--- config.mk ---
export PLATFORM = sky130hd
export DESIGN_NAME = k005297_dlcmp_flat
export DESIGN_NICKNAME = d
export VERILOG_FILES = /design/src/rtl/k005297_dlcmp_if.sv /design/src/rtl/k005297_dlcmp.sv /design/src/flat_wrapper.sv
export SDC_FILE = /design/constraint.sdc
export NUM_CORES = 1
export LEC_CHECK = 0
export ABC_AREA = 0
export BUFFER_PORTS_ARGS = -buffer_cell sky130_fd_sc_hd__buf_2
export CORE_MARGIN = 4
export CORE_UTILIZATION = 49
export CTS_BUF_LIST = sky130_fd_sc_hd__clkbuf_8
export DETAILED_ROUTE_END_ITERATION = 10
export HOLD_SLACK_MARGIN = 0.06
export MAX_ROUTING_LAYER = met4
export PLACE_DENSITY = 0.83
export SLEW_MARGIN = 5
export SYNTH_ARGS = -nofsm -noshare
export SYNTH_HDL_FRONTEND = slang
export SYNTH_SLANG_ARGS = --single-unit
--- constraint.sdc ---
create_clock -name i_MCLK -period 1.9 [get_ports i_MCLK]
set_clock_uncertainty 0.1 [all_clocks]
set_input_delay 0.095 -clock i_MCLK [delete_from_list [all_inputs] [get_ports i_MCLK]]
set_output_delay 0.095 -clock i_MCLK [all_outputs]
set_load 0.02 [all_outputs]
--- src/rtl/k005297_dlcmp_if.sv ---
// Counter-side bus of the k005297 data-length comparator.
// Carries the clock enable, slot strobes, counter taps, target length and comparator status.
interface k005297_dlcmp_if;
  logic        i_CLK2M_PCEN_n;
  logic [19:0] i_ROT20_n;
  logic        i_DLCNT_START_n;
  logic [9:0]  i_TARGET_LEN;
  logic        i_DLCNTR_LSB;
  logic        i_DLCNTR_CFLAG;
  logic        o_SUPBD_START_n;
  logic        o_DLEQ;
  logic        o_DLOVF;
  logic        o_BUSY;
  logic [9:0]  o_DLCNT_RB;

  modport master (
    output i_CLK2M_PCEN_n,
    output i_ROT20_n,
    output i_DLCNT_START_n,
    output i_TARGET_LEN,
    output i_DLCNTR_LSB,
    output i_DLCNTR_CFLAG,
    input  o_SUPBD_START_n,
    input  o_DLEQ,
    input  o_DLOVF,
    input  o_BUSY,
    input  o_DLCNT_RB
  );

  modport slave (
    input  i_CLK2M_PCEN_n,
    input  i_ROT20_n,
    input  i_DLCNT_START_n,
    input  i_TARGET_LEN,
    input  i_DLCNTR_LSB,
    input  i_DLCNTR_CFLAG,
    output o_SUPBD_START_n,
    output o_DLEQ,
    output o_DLOVF,
    output o_BUSY,
    output o_DLCNT_RB
  );
endinterface

--- src/rtl/k005297_dlcmp.sv ---
// Serial data-length comparator: deserialises the counter over slots 0-9, compares at slot 10, strobes end at slot 11.
// Optional macro K005297_DLCMP_READBACK_EN builds the o_DLCNT_RB readback register (tied to 0 otherwise).
module k005297_dlcmp (
  input  logic             i_MCLK,
  input  logic             i_MRST_n,
  k005297_dlcmp_if.slave   bus
);

  typedef enum logic [2:0] {
    ST_IDLE,
    ST_ARMED,
    ST_CAPTURE,
    ST_EVAL,
    ST_DONE
  } state_t;

  state_t     state_q, state_d;
  logic [9:0] tgt_q, tgt_d;
  logic [9:0] cap_q, cap_d;
  logic       supbd_n_q, supbd_n_d;
  logic       dleq_q, dleq_d;
  logic       dlovf_q, dlovf_d;
  logic       busy_q, busy_d;
  logic       strobe_sent_q, strobe_sent_d;

  logic       slot_vld;
  logic [4:0] slot;
  logic       adv;
  logic       start;
  logic       eval_fire;

  // Lowest active-low strobe wins; with no strobe low there is no slot and nothing advances.
  always_comb begin
    slot_vld = 1'b0;
    slot     = 5'd0;
    for (int k = 19; k >= 0; k--) begin
      if (!bus.i_ROT20_n[k]) begin
        slot_vld = 1'b1;
        slot     = 5'(k);
      end
    end
  end

  assign adv       = !bus.i_CLK2M_PCEN_n && slot_vld;
  assign start     = !bus.i_DLCNT_START_n;
  assign eval_fire = adv && !start && (state_q == ST_EVAL) && (slot == 5'd10);

  always_comb begin
    state_d       = state_q;
    tgt_d         = tgt_q;
    cap_d         = cap_q;
    supbd_n_d     = supbd_n_q;
    dleq_d        = dleq_q;
    dlovf_d       = dlovf_q;
    strobe_sent_d = strobe_sent_q;

    if (adv) begin
      supbd_n_d = 1'b1;
      if (start) begin
        tgt_d   = bus.i_TARGET_LEN;
        cap_d   = '0;
        dleq_d  = 1'b0;
        dlovf_d = 1'b0;
        state_d = ST_ARMED;
      end else begin
        case (state_q)
          ST_ARMED: begin
            if (slot == 5'd0) begin
              cap_d[0] = bus.i_DLCNTR_LSB;
              state_d  = ST_CAPTURE;
            end
          end
          ST_CAPTURE: begin
            for (int b = 0; b < 10; b++) begin
              if (slot == 5'(b)) cap_d[b] = bus.i_DLCNTR_LSB;
            end
            if (slot == 5'd9) state_d = ST_EVAL;
          end
          ST_EVAL: begin
            if (slot == 5'd10) begin
              if (bus.i_DLCNTR_CFLAG) dlovf_d = 1'b1;
              // Plain 10-bit compare: a wrapped counter is still compared, wrap only shows on DLOVF.
              if (cap_q == tgt_q) begin
                dleq_d        = 1'b1;
                strobe_sent_d = 1'b0;
                state_d       = ST_DONE;
              end else begin
                state_d = ST_ARMED;
              end
            end
          end
          ST_DONE: begin
            if ((slot == 5'd11) && !strobe_sent_q) begin
              supbd_n_d     = 1'b0;
              strobe_sent_d = 1'b1;
            end
          end
          default: ;
        endcase
      end
    end

    busy_d = (state_d == ST_ARMED) || (state_d == ST_CAPTURE) || (state_d == ST_EVAL);
  end

  always_ff @(posedge i_MCLK or negedge i_MRST_n) begin
    if (!i_MRST_n) begin
      state_q       <= ST_IDLE;
      tgt_q         <= '0;
      cap_q         <= '0;
      supbd_n_q     <= 1'b1;
      dleq_q        <= 1'b0;
      dlovf_q       <= 1'b0;
      busy_q        <= 1'b0;
      strobe_sent_q <= 1'b0;
    end else begin
      state_q       <= state_d;
      tgt_q         <= tgt_d;
      cap_q         <= cap_d;
      supbd_n_q     <= supbd_n_d;
      dleq_q        <= dleq_d;
      dlovf_q       <= dlovf_d;
      busy_q        <= busy_d;
      strobe_sent_q <= strobe_sent_d;
    end
  end

`ifdef K005297_DLCMP_READBACK_EN
  logic [9:0] rb_q, rb_d;

  always_comb begin
    rb_d = rb_q;
    if (eval_fire) rb_d = cap_q;
  end

  always_ff @(posedge i_MCLK or negedge i_MRST_n) begin
    if (!i_MRST_n) rb_q <= '0;
    else           rb_q <= rb_d;
  end

  assign bus.o_DLCNT_RB = rb_q;
`else
  logic unused_eval_fire;
  assign unused_eval_fire = eval_fire;
  assign bus.o_DLCNT_RB   = '0;
`endif

  assign bus.o_SUPBD_START_n = supbd_n_q;
  assign bus.o_DLEQ          = dleq_q;
  assign bus.o_DLOVF         = dlovf_q;
  assign bus.o_BUSY          = busy_q;

endmodule
--- src/flat_wrapper.sv ---
// flat-port wrapper written by rule: the top's interface ports become plain ports
module k005297_dlcmp_flat 
  (i_MCLK, i_MRST_n, bus_i_CLK2M_PCEN_n, bus_i_ROT20_n, bus_i_DLCNT_START_n, bus_i_TARGET_LEN, bus_i_DLCNTR_LSB, bus_i_DLCNTR_CFLAG, bus_o_SUPBD_START_n, bus_o_DLEQ, bus_o_DLOVF, bus_o_BUSY, bus_o_DLCNT_RB);
  k005297_dlcmp_if bus_i ();
  input  logic i_MCLK;
  input  logic i_MRST_n;
  input wire logic [$bits(bus_i.i_CLK2M_PCEN_n)-1:0] bus_i_CLK2M_PCEN_n;
  input wire logic [$bits(bus_i.i_ROT20_n)-1:0] bus_i_ROT20_n;
  input wire logic [$bits(bus_i.i_DLCNT_START_n)-1:0] bus_i_DLCNT_START_n;
  input wire logic [$bits(bus_i.i_TARGET_LEN)-1:0] bus_i_TARGET_LEN;
  input wire logic [$bits(bus_i.i_DLCNTR_LSB)-1:0] bus_i_DLCNTR_LSB;
  input wire logic [$bits(bus_i.i_DLCNTR_CFLAG)-1:0] bus_i_DLCNTR_CFLAG;
  output wire logic [$bits(bus_i.o_SUPBD_START_n)-1:0] bus_o_SUPBD_START_n;
  output wire logic [$bits(bus_i.o_DLEQ)-1:0] bus_o_DLEQ;
  output wire logic [$bits(bus_i.o_DLOVF)-1:0] bus_o_DLOVF;
  output wire logic [$bits(bus_i.o_BUSY)-1:0] bus_o_BUSY;
  output wire logic [$bits(bus_i.o_DLCNT_RB)-1:0] bus_o_DLCNT_RB;
  assign bus_i.i_CLK2M_PCEN_n = bus_i_CLK2M_PCEN_n;
  assign bus_i.i_ROT20_n = bus_i_ROT20_n;
  assign bus_i.i_DLCNT_START_n = bus_i_DLCNT_START_n;
  assign bus_i.i_TARGET_LEN = bus_i_TARGET_LEN;
  assign bus_i.i_DLCNTR_LSB = bus_i_DLCNTR_LSB;
  assign bus_i.i_DLCNTR_CFLAG = bus_i_DLCNTR_CFLAG;
  assign bus_o_SUPBD_START_n = bus_i.o_SUPBD_START_n;
  assign bus_o_DLEQ = bus_i.o_DLEQ;
  assign bus_o_DLOVF = bus_i.o_DLOVF;
  assign bus_o_BUSY = bus_i.o_BUSY;
  assign bus_o_DLCNT_RB = bus_i.o_DLCNT_RB;
  k005297_dlcmp u_core (.i_MCLK(i_MCLK), .i_MRST_n(i_MRST_n), .bus(bus_i));
endmodule
# Word-level counts from Yosys, hierarchy flattened
# Cells that the tools add are included.
# Widths: inputs -> output; s select.
word_totals:
  in_bits: 36
  register_bits: 28
  word_cells: 154
  out_inout_bits: 14
op_classes:
  n_reduce_logical: 23
  n_eq_ne: 38
  n_bitwise: 1
  muxes: 75
ops:
  columns: ["operator", "n"]
  rows:
  - ["$mux 5", 20]
  - ["$mux 1", 45]
  - ["$ne 2x1->1 const B", 16]
  - ["$reduce_and 3->1", 10]
  - ["$eq 5x3->1 const B", 4]
  - ["$eq 5x4->1 const B", 4]
  - ["$mux 3", 6]
  - ["$eq 3x2->1 const B", 4]
  - ["$eq 10x10->1", 1]
  - ["$eq 5x2->1 const B", 2]
  - ["$mux 10", 1]
  - ["$mux 9", 1]
  - ["$pmux 3 s3", 1]
  - ["$reduce_and 4->1", 2]
  - ["$eq 3x1->1 const B", 2]
  - ["$ne 2x2->1 const B", 3]
  - ["$reduce_and 6->1", 1]
  - ["$eq 5x1->1 const B", 1]
  - ["$logic_not 5->1", 1]
  - ["$eq 3x3->1 const B", 1]
  - ["$logic_and 1x1->1", 2]
  - ["$logic_not 1->1", 2]
  - ["$logic_or 1x1->1", 2]
  - ["$pmux 1 s2", 1]
  - ["other kinds (4)", 4]

# Depth between registers and ports, before layout
# Gate-level depths: netlist (run 1).
logic_depth:
  word_depth: 28
  ltp_mapped: 8
  mapped_depth_nobuf: 7

# Worst setup path after synthesis (run 1)
# No wires, ideal clock.
synth_timing:
  kind: "flip-flop to flip-flop"
  start: "reg u_core.state_q[1]"
  end: "reg u_core.cap_q[4]"
  setup_time_ns: 0.125
  t_arrival_ns: 1.666
  required_time_ns: 1.675
  period_less_slack_ns: 1.891
  path_buffers: 1
  path_slack_ns: 0.009
  path_stages_with_launch: 8
  cell_sequence: "dfrtp_1 buf_4 inv_2 or4_1 or3_1 a21o_1 nand3_1 o21ai_1"
synth_via:
  elab_chain_len: 3
synth_rtl:
  columns: ["item", "line", "source"]
  rows:
  - ["start: declaration", "k005297_dlcmp.sv:17", "state_t state_q, state_d;"]
  - ["start signal: assignment", "k005297_dlcmp.sv:117", "state_q <= state_d;"]
  - ["$eq 3x2->1", "k005297_dlcmp.sv:66", "case (state_q)"]
  - ["$ne 2x1->1 (no line)", null, null]
  - ["$reduce_and 3->1 (no line)", null, null]
  - ["end signal: assignment", "k005297_dlcmp.sv:119", "cap_q <= cap_d;"]
  - ["end: declaration", "k005297_dlcmp.sv:19", "logic [9:0] cap_q, cap_d;"]
# Every way passes these cells.
# A chain may end at the register's enable or synchronous reset.

# Worst setup path in the final report (run 1)
layout_timing:
  start: "reg u_core.state_q[1]"
  end: "reg u_core.cap_q[9]"
# Same word-level chain as after synthesis.

==> impl_metrics.yaml, run 1 <==
logic_synthesis:
  yosysSeqAreaShare_pct: 38.0
  ys_types: 58
  synthFlopType: "dfrtp_1"
  syn_area_per_cell_um2: 8.79
  post-synth-top-count-cell: "nand2_1"
  synth.top_cells.by_area: "dfrtp_1, nand2_1, buf_4"
  syn_area_mm2: 0.00185
  ys_async_sr_fraction_pct: 100
  synth_area_leader_cell: "dfrtp_1"
  yosys_register_bits: 28
  synth_commonest_cells: "nand2_1, dfrtp_1, nand3_1"
  yosysWarnings: 0
  synthCells: 210
  netlist.area_leader.share_pct: 36.6
  synth_edf_count: 0
setup_path:
  start_kind: "register"
  r2r_cells: 5
  r2r-end: "u_core.cap_q[9]"
  crit_start: "u_core.state_q[1]"
  reg2reg_slack_ns: 0.06
  crit_type: "reg2reg"
  endpoint: "u_core.cap_q[9]"
  end_kind: "register"
  rr_startpoint: "u_core.state_q[1]"
  cp.arrival_ns: 1.92
  path_max_fanout: 3
  cp.required_ns: 1.98
grt:
  grt_max_degree: 29
  grt.total_usage_pct: 18.7
  grt_pass1_vias: 1606
  antenna_found_initial: 0
  grt_pass1_wl_um: 7230
  grt_overflow: 0
sta:
  rsz0062_at_grt: "false"
  finalCritPeriodShare_pct: 96.8
  setup_ws_ns: 0.0600
  slew_violations: 0
  hold_viol_final: 0
  min_period_ns: 1.84
  worst_pin_slew_ns: 0.683
  relSlewSlack_pct: 54.3
  setup_tns_ns: 0
  setup-violations-final: 0
  max_freq_mhz: 543
floorplan:
  pin_count: 50
  die_y_um: 69.4
  core_mm2: 0.00366
  die-area_mm2: 0.00481
  placementRows: 22
  initial_utilization_pct: 50.4
  die_w_um: 69.4
cts:
  cts-root-buf: "clkbuf_8"
  clock_latency_ns: 0.28
  clock-sinks: 28
  cts_tree: "built"
  htree_levels: 1
  cts_inserted_buffers: 3
  cts_buffer_depth: 2
  clk_pin_slew_ns: 0.10
layout:
  nets: 317
  finish.utilization_pct: 65.5
  area_growth_pct: 30.0
  insertedDiodeCount: 0
  nFillCells: 303
  drive_gt1_share_pct: 32.5
pwr:
  ir_worst_vdd_mv: 0.462
  power_leakage_nw: 1.13
  power_density_mw_per_mm2: 592
min_path:
  hold_class: "in2reg"
drt:
  drc: 0
  drtIter0Drc: 87
  totalWireLength_um: 4220
  avgRoutedWirePerCell_um: 12.9
  postRouteAntennaNets: 0
  viasPerCell: 5.22
  route.vias.total: 1711
  drt_first_pass_iters: 4
placed_design:
  portBuffers: 39
  place_ws_ns: -0.0811
  place_congestion: 0.887
  dp_hpwl_um: 3210
outcome:
  status: "finished clean"
run:
  max-cap-violations: 0
[layout make-up]
type | count | area (um2) | share of cell area, %
flip-flops and latches | 28 | 703 | 29.3
repair buffers | 73 | 480 | 20.0
well taps | 48 | 60.1 | 2.50
multi-input cells | 168 | 1070 | 44.8
inverters | 7 | 26.3 | 1.10
clock buffers | 4 | 55.1 | 2.30
[metrics by stage]
step	hold WS (ns)	std cells	total power, mW	cell area, um2
after CTS	0.0884	327	1.42	2360
after global routing	0.109	328	1.50	2400
final	0.0877	328	1.42	2400
after detailed placement	0.0344	311	1.04	2180
after floorplan	-0.301	219	0.914	1880
after global placement	0.0418	311	1.03	2180
[worst min-delay path by stage]
stage                    endpoint                from  cells after the start
2_1_floorplan   u_core.bus.o_BUSY            i_MRST_n                      0
3_5_place_dp      u_core.tgt_q[8]            i_MRST_n                      1
6_report       u_core.bus.o_DLOVF  bus_i_DLCNTR_CFLAG                      4
3_3_place_gp      u_core.tgt_q[0]            i_MRST_n                      1
4_1_cts        u_core.bus.o_DLOVF  bus_i_DLCNTR_CFLAG                      4
5_1_grt        u_core.bus.o_DLOVF  bus_i_DLCNTR_CFLAG                      4
[critical path, stage by stage, from the launching register on]
cell and delay (ns):
dfrtp_1 0.38, inv_2 0.06, or4_4 0.57, nor2_2 0.14, mux2_4 0.31, a22o_1 0.18
[routing by layer]
layer / track usage [%] / share of wire [%]
met3: 2.75 / 4.6
met5: - / 0
met1: 24.7 / 45
met2: 29.2 / 49
met4: 6.72 / 1.8
[power by group]
part	internal [mW]	switching, mW
Combinational	0.172	0.203
Clock	0.186	0.181
Sequential	0.642	0.0363
Total	0.999	0.420
[timing repair]
item	in CTS	in global routing
hold endpoints to repair	40	0
resized for setup	0	8
hold buffers	12	0
buffers inserted	0	1
setup endpoints to repair	0	7
[cells by family (layout without fill, tap and decap cells)]
| kind of cell | count (synthesis) | count (layout) | share of synthesized area [%] |
|---|---|---|---|
| AOI/OAI and AO/OA | 36 | 36 | 15.3 |
| other | 1 | 10 | 0.203 |
| buffers and inverters | 23 | 84 | 7.25 |
| and+or+nand+nor | 105 | 105 | 30.4 |
| DFF | 28 | 28 | 38.0 |
| muxes | 6 | 6 | 3.66 |
| xor gates and xnor gates | 11 | 11 | 5.22 |
[cells in the final DEF (no fill, tap or decap), drive strengths merged, types with 7 or more instances in the layout]
| master | n |
|---|---|
| a21oi | 7 |
| buf | 61 |
| conb | 10 |
| dfrtp | 27 |
| dlygate4sd3 | 12 |
| inv | 7 |
| nand2 | 51 |
| nand3 | 15 |
| nand4 | 8 |
| nor2 | 7 |
| xnor2 | 9 |
[state kept, by name, indices dropped and copies added, names as in the netlist]
signal                      flops
u_core.strobe_sent_q            1
u_core.tgt_q                   10
u_core.bus.o_DLOVF              1
u_core.state_q                  3
u_core.bus.o_SUPBD_START_n      1
u_core.bus.o_DLEQ               1
u_core.bus.o_BUSY               1
u_core.cap_q                   10
Power figures use the tool's default switching activity.
==> run 2, diff against run 1 <==
--- a/config.mk
+++ b/config.mk
@@ -11,7 +11,7 @@
 export CORE_UTILIZATION = 49
 export CTS_BUF_LIST = sky130_fd_sc_hd__clkbuf_8
 export DETAILED_ROUTE_END_ITERATION = 10
-export HOLD_SLACK_MARGIN = 0.06
+export HOLD_SLACK_MARGIN = 0.1
 export MAX_ROUTING_LAYER = met4
 export PLACE_DENSITY = 0.83
 export SLEW_MARGIN = 5
==> impl_metrics.yaml, run 2 (same netlist as run 1, synthesis figures left out) <==
outcome:
  status: "finished clean"
floorplan:
  initial_utilization_pct: 50.4
  pin_count: 50
  core_mm2: 0.00366
  placementRows: 22
  die-area_mm2: 0.00481
  die_w_um: 69.4
  die_y_um: 69.4
sta:
  rsz0062_at_grt: "false"
  min_period_ns: 1.84
  relSlewSlack_pct: 54.3
  slew_violations: 0
  worst_pin_slew_ns: 0.683
  finalCritPeriodShare_pct: 96.7
  hold_viol_final: 0
  setup_tns_ns: 0
  setup-violations-final: 0
  max_freq_mhz: 544
layout:
  area_growth_pct: 30.5
  drive_gt1_share_pct: 32.4
  nFillCells: 301
  multiInputGateArea_mm2: 0.00107
  insertedDiodeCount: 0
  final_cell_mix: "nand2_1, buf_2, dfrtp_1, buf_4, nand3_1"
  final_common_cell: "nand2_1"
  nets: 318
  seq_area_um2: 703
  final_cells: 329
  reg_top3: "u_core.cap_q (10), u_core.tgt_q (10), u_core.state_q (3)"
cts:
  clock-sinks: 28
  clock_latency_ns: 0.28
  cts_inserted_buffers: 3
  cts-root-buf: "clkbuf_8"
  htree_levels: 1
  cts_tree: "built"
  cts_buffer_depth: 2
  clk_pin_slew_ns: 0.10
grt:
  grt_pass1_wl_um: 7270
  antenna_found_initial: 0
  grt_pass1_vias: 1618
  grt.total_usage_pct: 18.8
  grt_max_degree: 29
  grt_overflow: 0
setup_path:
  crit_start: "u_core.state_q[2]"
  start_kind: "register"
  end_kind: "register"
  path_max_fanout: 5
  crit_family: "simple AND/OR/NAND/NOR gates"
  r2r_cells: 5
  r2r-end: "u_core.cap_q[4]"
  slowest_stage: "or4_4"
  crit_buf_inv: 0
  cp.arrival_ns: 1.90
  path_cells: "or4_4 > or3_4 > a21o_1 > nand3_1 > o21ai_1"
  cpPeakStageDelay_ns: 0.50
  rr_startpoint: "u_core.state_q[2]"
  worst-path-stages: 5
  reg2reg_slack_ns: 0.06
  cp.required_ns: 1.96
  crit_type: "reg2reg"
drt:
  viasPerCell: 5.21
  avgRoutedWirePerCell_um: 12.9
  drtIter0Drc: 81
  drt_first_pass_iters: 4
  drc: 0
  route.vias.total: 1713
  postRouteAntennaNets: 0
  totalWireLength_um: 4230
pwr:
  ir_worst_vdd_mv: 0.462
  power_leakage_nw: 1.13
  power_density_mw_per_mm2: 590
  power_mw: 1.42
min_path:
  min_to: "u_core.cap_q[4]"
  hp-start: "bus_i_DLCNTR_LSB"
  whs_path_depth: 3
  hold_class: "in2reg"
placed_design:
  portBuffers: 39
  place_congestion: 0.887
  dp_hpwl_um: 3210
  dpl.cell_count: 311
run:
  max-cap-violations: 0
[run 2: cell count changes in the layout (fill, tap and decap cells not counted), sizes merged]
cell / previous run / this run
dlygate4sd3: 12 / 13
[run 2: worst max-delay path by stage]
stage / slack [ns] / end
floorplan: 0.009 / u_core.cap_q[4]
global placement: -0.09 / u_core.bus.o_BUSY
detailed placement: -0.08 / u_core.bus.o_BUSY
CTS: 0.02 / u_core.cap_q[4]
global route: 0.002 / u_core.cap_q[4]
finish: 0.06 / u_core.cap_q[4]
[run 2: repair_timing]
action	4_1_cts	5_1_grt
endpoints found under the setup margin	0	7
endpoints found under the hold margin	42	0
resized for setup	0	8
hold buffers	13	0
setup buffers	0	1
[run 2: worst register-to-register path: stages (launching register included)]
cell and delay (ns):
dfrtp_2 0.45, or4_4 0.51, or3_4 0.35, a21o_1 0.18, nand3_1 0.08, o21ai_1 0.06
[run 2: final cells by class]
cell class / count / area share, %
multi-input cells: 168 / 44.6
flip-flops and latches: 28 / 29.2
repair buffers: 74 / 20.4
well taps: 48 / 2.49
clock buffers: 4 / 2.29
inverters: 7 / 1.09
[run 2: metal layers]
layer	routed length, um	vias to the layer above	track usage [%]
met3	183	6	2.75
met4	74	0	6.72
li1	-	857	-
met5	0	-	-
met1	1910	808	24.7
met2	2070	42	29.4
[run 2: metrics by stage]
step | hold slack (ns) | instance area, um2 | setup WS (ns) | util (%)
after floorplan | -0.301 | 1880 | 0.00886 | -
after global placement | 0.0418 | 2180 | -0.0930 | 59.7
after detailed placement | 0.0344 | 2180 | -0.0811 | 59.7
after CTS | 0.133 | 2370 | 0.0189 | 64.7
after global routing | 0.173 | 2410 | 0.00239 | 65.8
final | 0.129 | 2410 | 0.0621 | 65.8
[run 2: power breakdown]
group          total, mW  internal, mW  switching (mW)
clock network      0.366         0.186           0.180
logic              0.377         0.173           0.203
registers          0.678         0.642          0.0366
total               1.42          1.00           0.420
==> run 3, diff against run 2 <==
--- a/config.mk
+++ b/config.mk
@@ -5,7 +5,7 @@
 export SDC_FILE = /design/constraint.sdc
 export NUM_CORES = 1
 export LEC_CHECK = 0
-export ABC_AREA = 0
+export ABC_AREA = 1
 export BUFFER_PORTS_ARGS = -buffer_cell sky130_fd_sc_hd__buf_2
 export CORE_MARGIN = 4
 export CORE_UTILIZATION = 49
@@ -13,8 +13,8 @@
 export DETAILED_ROUTE_END_ITERATION = 10
 export HOLD_SLACK_MARGIN = 0.1
 export MAX_ROUTING_LAYER = met4
-export PLACE_DENSITY = 0.83
-export SLEW_MARGIN = 5
+export PLACE_DENSITY = 0.84
+export SLEW_MARGIN = 20
 export SYNTH_ARGS = -nofsm -noshare
 export SYNTH_HDL_FRONTEND = slang
 export SYNTH_SLANG_ARGS = --single-unit
==> impl_metrics.yaml, run 3 <==
outcome:
  status: "complete, but fails checks"
  failed_checks: "setup timing"
floorplan:
  die-area_mm2: 0.00469
  die_w_um: 68.5
  die_y_um: 68.5
  placementRows: 21
  core_mm2: 0.00344
  initial_utilization_pct: 52.1
  pin_count: 50
placed_design:
  portBuffers: 39
  place_congestion: 0.927
  dp_hpwl_um: 3130
  place_ws_ns: -0.187
layout:
  insertedDiodeCount: 0
  area_growth_pct: 28.5
  nets: 356
  reg_top3: "u_core.cap_q (10), u_core.tgt_q (10), u_core.state_q (3)"
  drive_gt1_share_pct: 23.2
  final_cell_mix: "nand2_1, buf_2, inv_1, dfrtp_1, nor2_1"
  final_common_cell: "nand2_1"
  finish.utilization_pct: 67.0
setup_path:
  crit_start: "u_core.cap_q[1]"
  start_kind: "register"
  reg2reg_slack_ns: -0.07
  rr_startpoint: "u_core.cap_q[1]"
  path_max_fanout: 2
  cp.required_ns: 1.98
  end_kind: "register"
  crit_type: "reg2reg"
  cp.arrival_ns: 2.05
logic_synthesis:
  synth.top_cells.by_area: "dfrtp_1, nand2_1, inv_1"
  ys_types: 32
  synthFlopType: "dfrtp_1"
  yosysSeqAreaShare_pct: 39.1
  ys_async_sr_fraction_pct: 100
  syn_area_mm2: 0.00179
  syn_area_per_cell_um2: 7.04
  netlist.area_leader.share_pct: 37.7
  synth_edf_count: 0
  synth_commonest_cells: "nand2_1, inv_1, dfrtp_1"
  yosysWarnings: 0
  yosys_register_bits: 28
  post-synth-top-count-cell: "nand2_1"
  synth_area_leader_cell: "dfrtp_1"
  synthCells: 255
sta:
  slew_violations: 0
  min_period_ns: 1.97
  rsz0062_at_grt: "true"
  setup-violations-final: 2
  hold_viol_final: 0
  finalCritPeriodShare_pct: 104
  setup_tns_ns: -0.132
  relSlewSlack_pct: 59.2
  worst_pin_slew_ns: 0.612
  whs_ns: 0.154
  max_freq_mhz: 508
  setup_ws_ns: -0.0689
cts:
  cts_buffer_depth: 2
  cts_tree: "built"
  clock_latency_ns: 0.28
  htree_levels: 1
  cts-root-buf: "clkbuf_8"
  cts_inserted_buffers: 3
  clock-sinks: 28
  clk_pin_slew_ns: 0.10
grt:
  grt_max_degree: 29
  grt_overflow: 0
  grt_pass1_wl_um: 6620
  antenna_found_initial: 0
  grt.total_usage_pct: 19.1
  grt_pass1_vias: 1578
pwr:
  power_leakage_nw: 1.25
  swShare_pct: 28.7
  power.share.clock_pct: 31.7
  power_mw: 1.49
  p_int_mw: 1.06
  power_density_mw_per_mm2: 647
  ir_worst_vdd_mv: 0.674
  p_seq_share_pct: 45.9
  p_switching_mw: 0.429
  combPwrFrac_pct: 22.4
drt:
  route.vias.total: 1748
  viasPerCell: 4.79
  avgRoutedWirePerCell_um: 11.4
  drc: 0
  totalWireLength_um: 4150
  postRouteAntennaNets: 0
  drtIter0Drc: 108
  drt_first_pass_iters: 5
min_path:
  hold_class: "in2reg"
  hp-start: "bus_i_ROT20_n[0]"
run:
  max-cap-violations: 0
[run 3: cell types whose count changed after synthesis, moves of 4 or more]
cell | before | now
nor2_1 | 7 | 26
nand2_1 | 50 | 91
nand3_1 | 15 | 6
xnor2_1 | 9 | 3
and2_1 | 4 | 0
inv_1 | 6 | 28
xor2_1 | 2 | 6
nor2b_1 | 4 | 0
a21oi_1 | 5 | 13
[run 3: worst max-delay path: stages, from the launching register on]
cell and delay, ns:
dfrtp_1 0.40, xor2_1 0.17, nor4_1 0.27, nand3_1 0.12, nor4_2 0.20, nand4_1 0.19, nand2_1 0.10, nand2_1 0.06
inv_2 0.06, nand3_2 0.06, nand2_2 0.09, a21oi_2 0.05
[run 3: power groups by stage]
stage / Clock, mW / Combinational, mW / Sequential, mW
2_1_floorplan: 0 / 0.205 / 0.691
3_3_place_gp: 0 / 0.290 / 0.693
3_5_place_dp: 0 / 0.297 / 0.696
4_1_cts: 0.480 / 0.330 / 0.684
5_1_grt: 0.508 / 0.374 / 0.690
6_report: 0.473 / 0.334 / 0.685
[run 3: kinds of logic after synthesis]
kind of cell,synth area share [%]
simple gates,35.8
compound gates,9.48
other cells,0.209
xor+xnor,4.39
flops,39.1
buf+inv,10.9
[run 3: layout make-up]
| type | instances | area, um2 |
|---|---|---|
| clock buffers | 3 | 41.3 |
| inverters | 30 | 113 |
| repair buffers | 63 | 417 |
| clock inverters | 1 | 30.0 |
| multi-input cells | 194 | 945 |
| flip-flops and latches | 28 | 702 |
| well taps | 46 | 57.6 |
| fillers | 303 | 1140 |
[run 3: path summary, 6_finish.rpt]
check	depth (start not counted)	endpoint
max in group asynchronous	2	u_core.cap_q[7]
worst min-delay path	5	u_core.cap_q[4]
worst min register to register	2	u_core.tgt_q[4]
min in group asynchronous	2	u_core.tgt_q[2]
worst max register to register	11	u_core.bus.o_BUSY
worst max-delay path	11	u_core.bus.o_BUSY
[run 3: metrics by stage]
| stage | area (um2) | std cells |
|---|---|---|
| 2_1_floorplan | 1830 | 264 |
| 5_1_grt | 2300 | 365 |
| 6_report | 2300 | 365 |
| 4_1_cts | 2280 | 364 |
| 3_3_place_gp | 2040 | 343 |
| 3_5_place_dp | 2040 | 343 |
[run 3: what timing repair did]
item	CTS	global route
resized for setup	1	4
endpoints found under the setup margin	4	5
hold endpoints to repair	40	0
setup buffers	2	1
hold buffers	15	0
pin swaps	0	5
[run 3: routing by layer]
layer | GRT usage (%) | part of all wire, % | vias to the layer above
met2 | 31.8 | 47 | 56
met4 | 2.73 | 0.43 | 0
met5 | - | 0 | -
met3 | 3.73 | 7.0 | 5
met1 | 24.6 | 45 | 778
li1 | - | - | 909
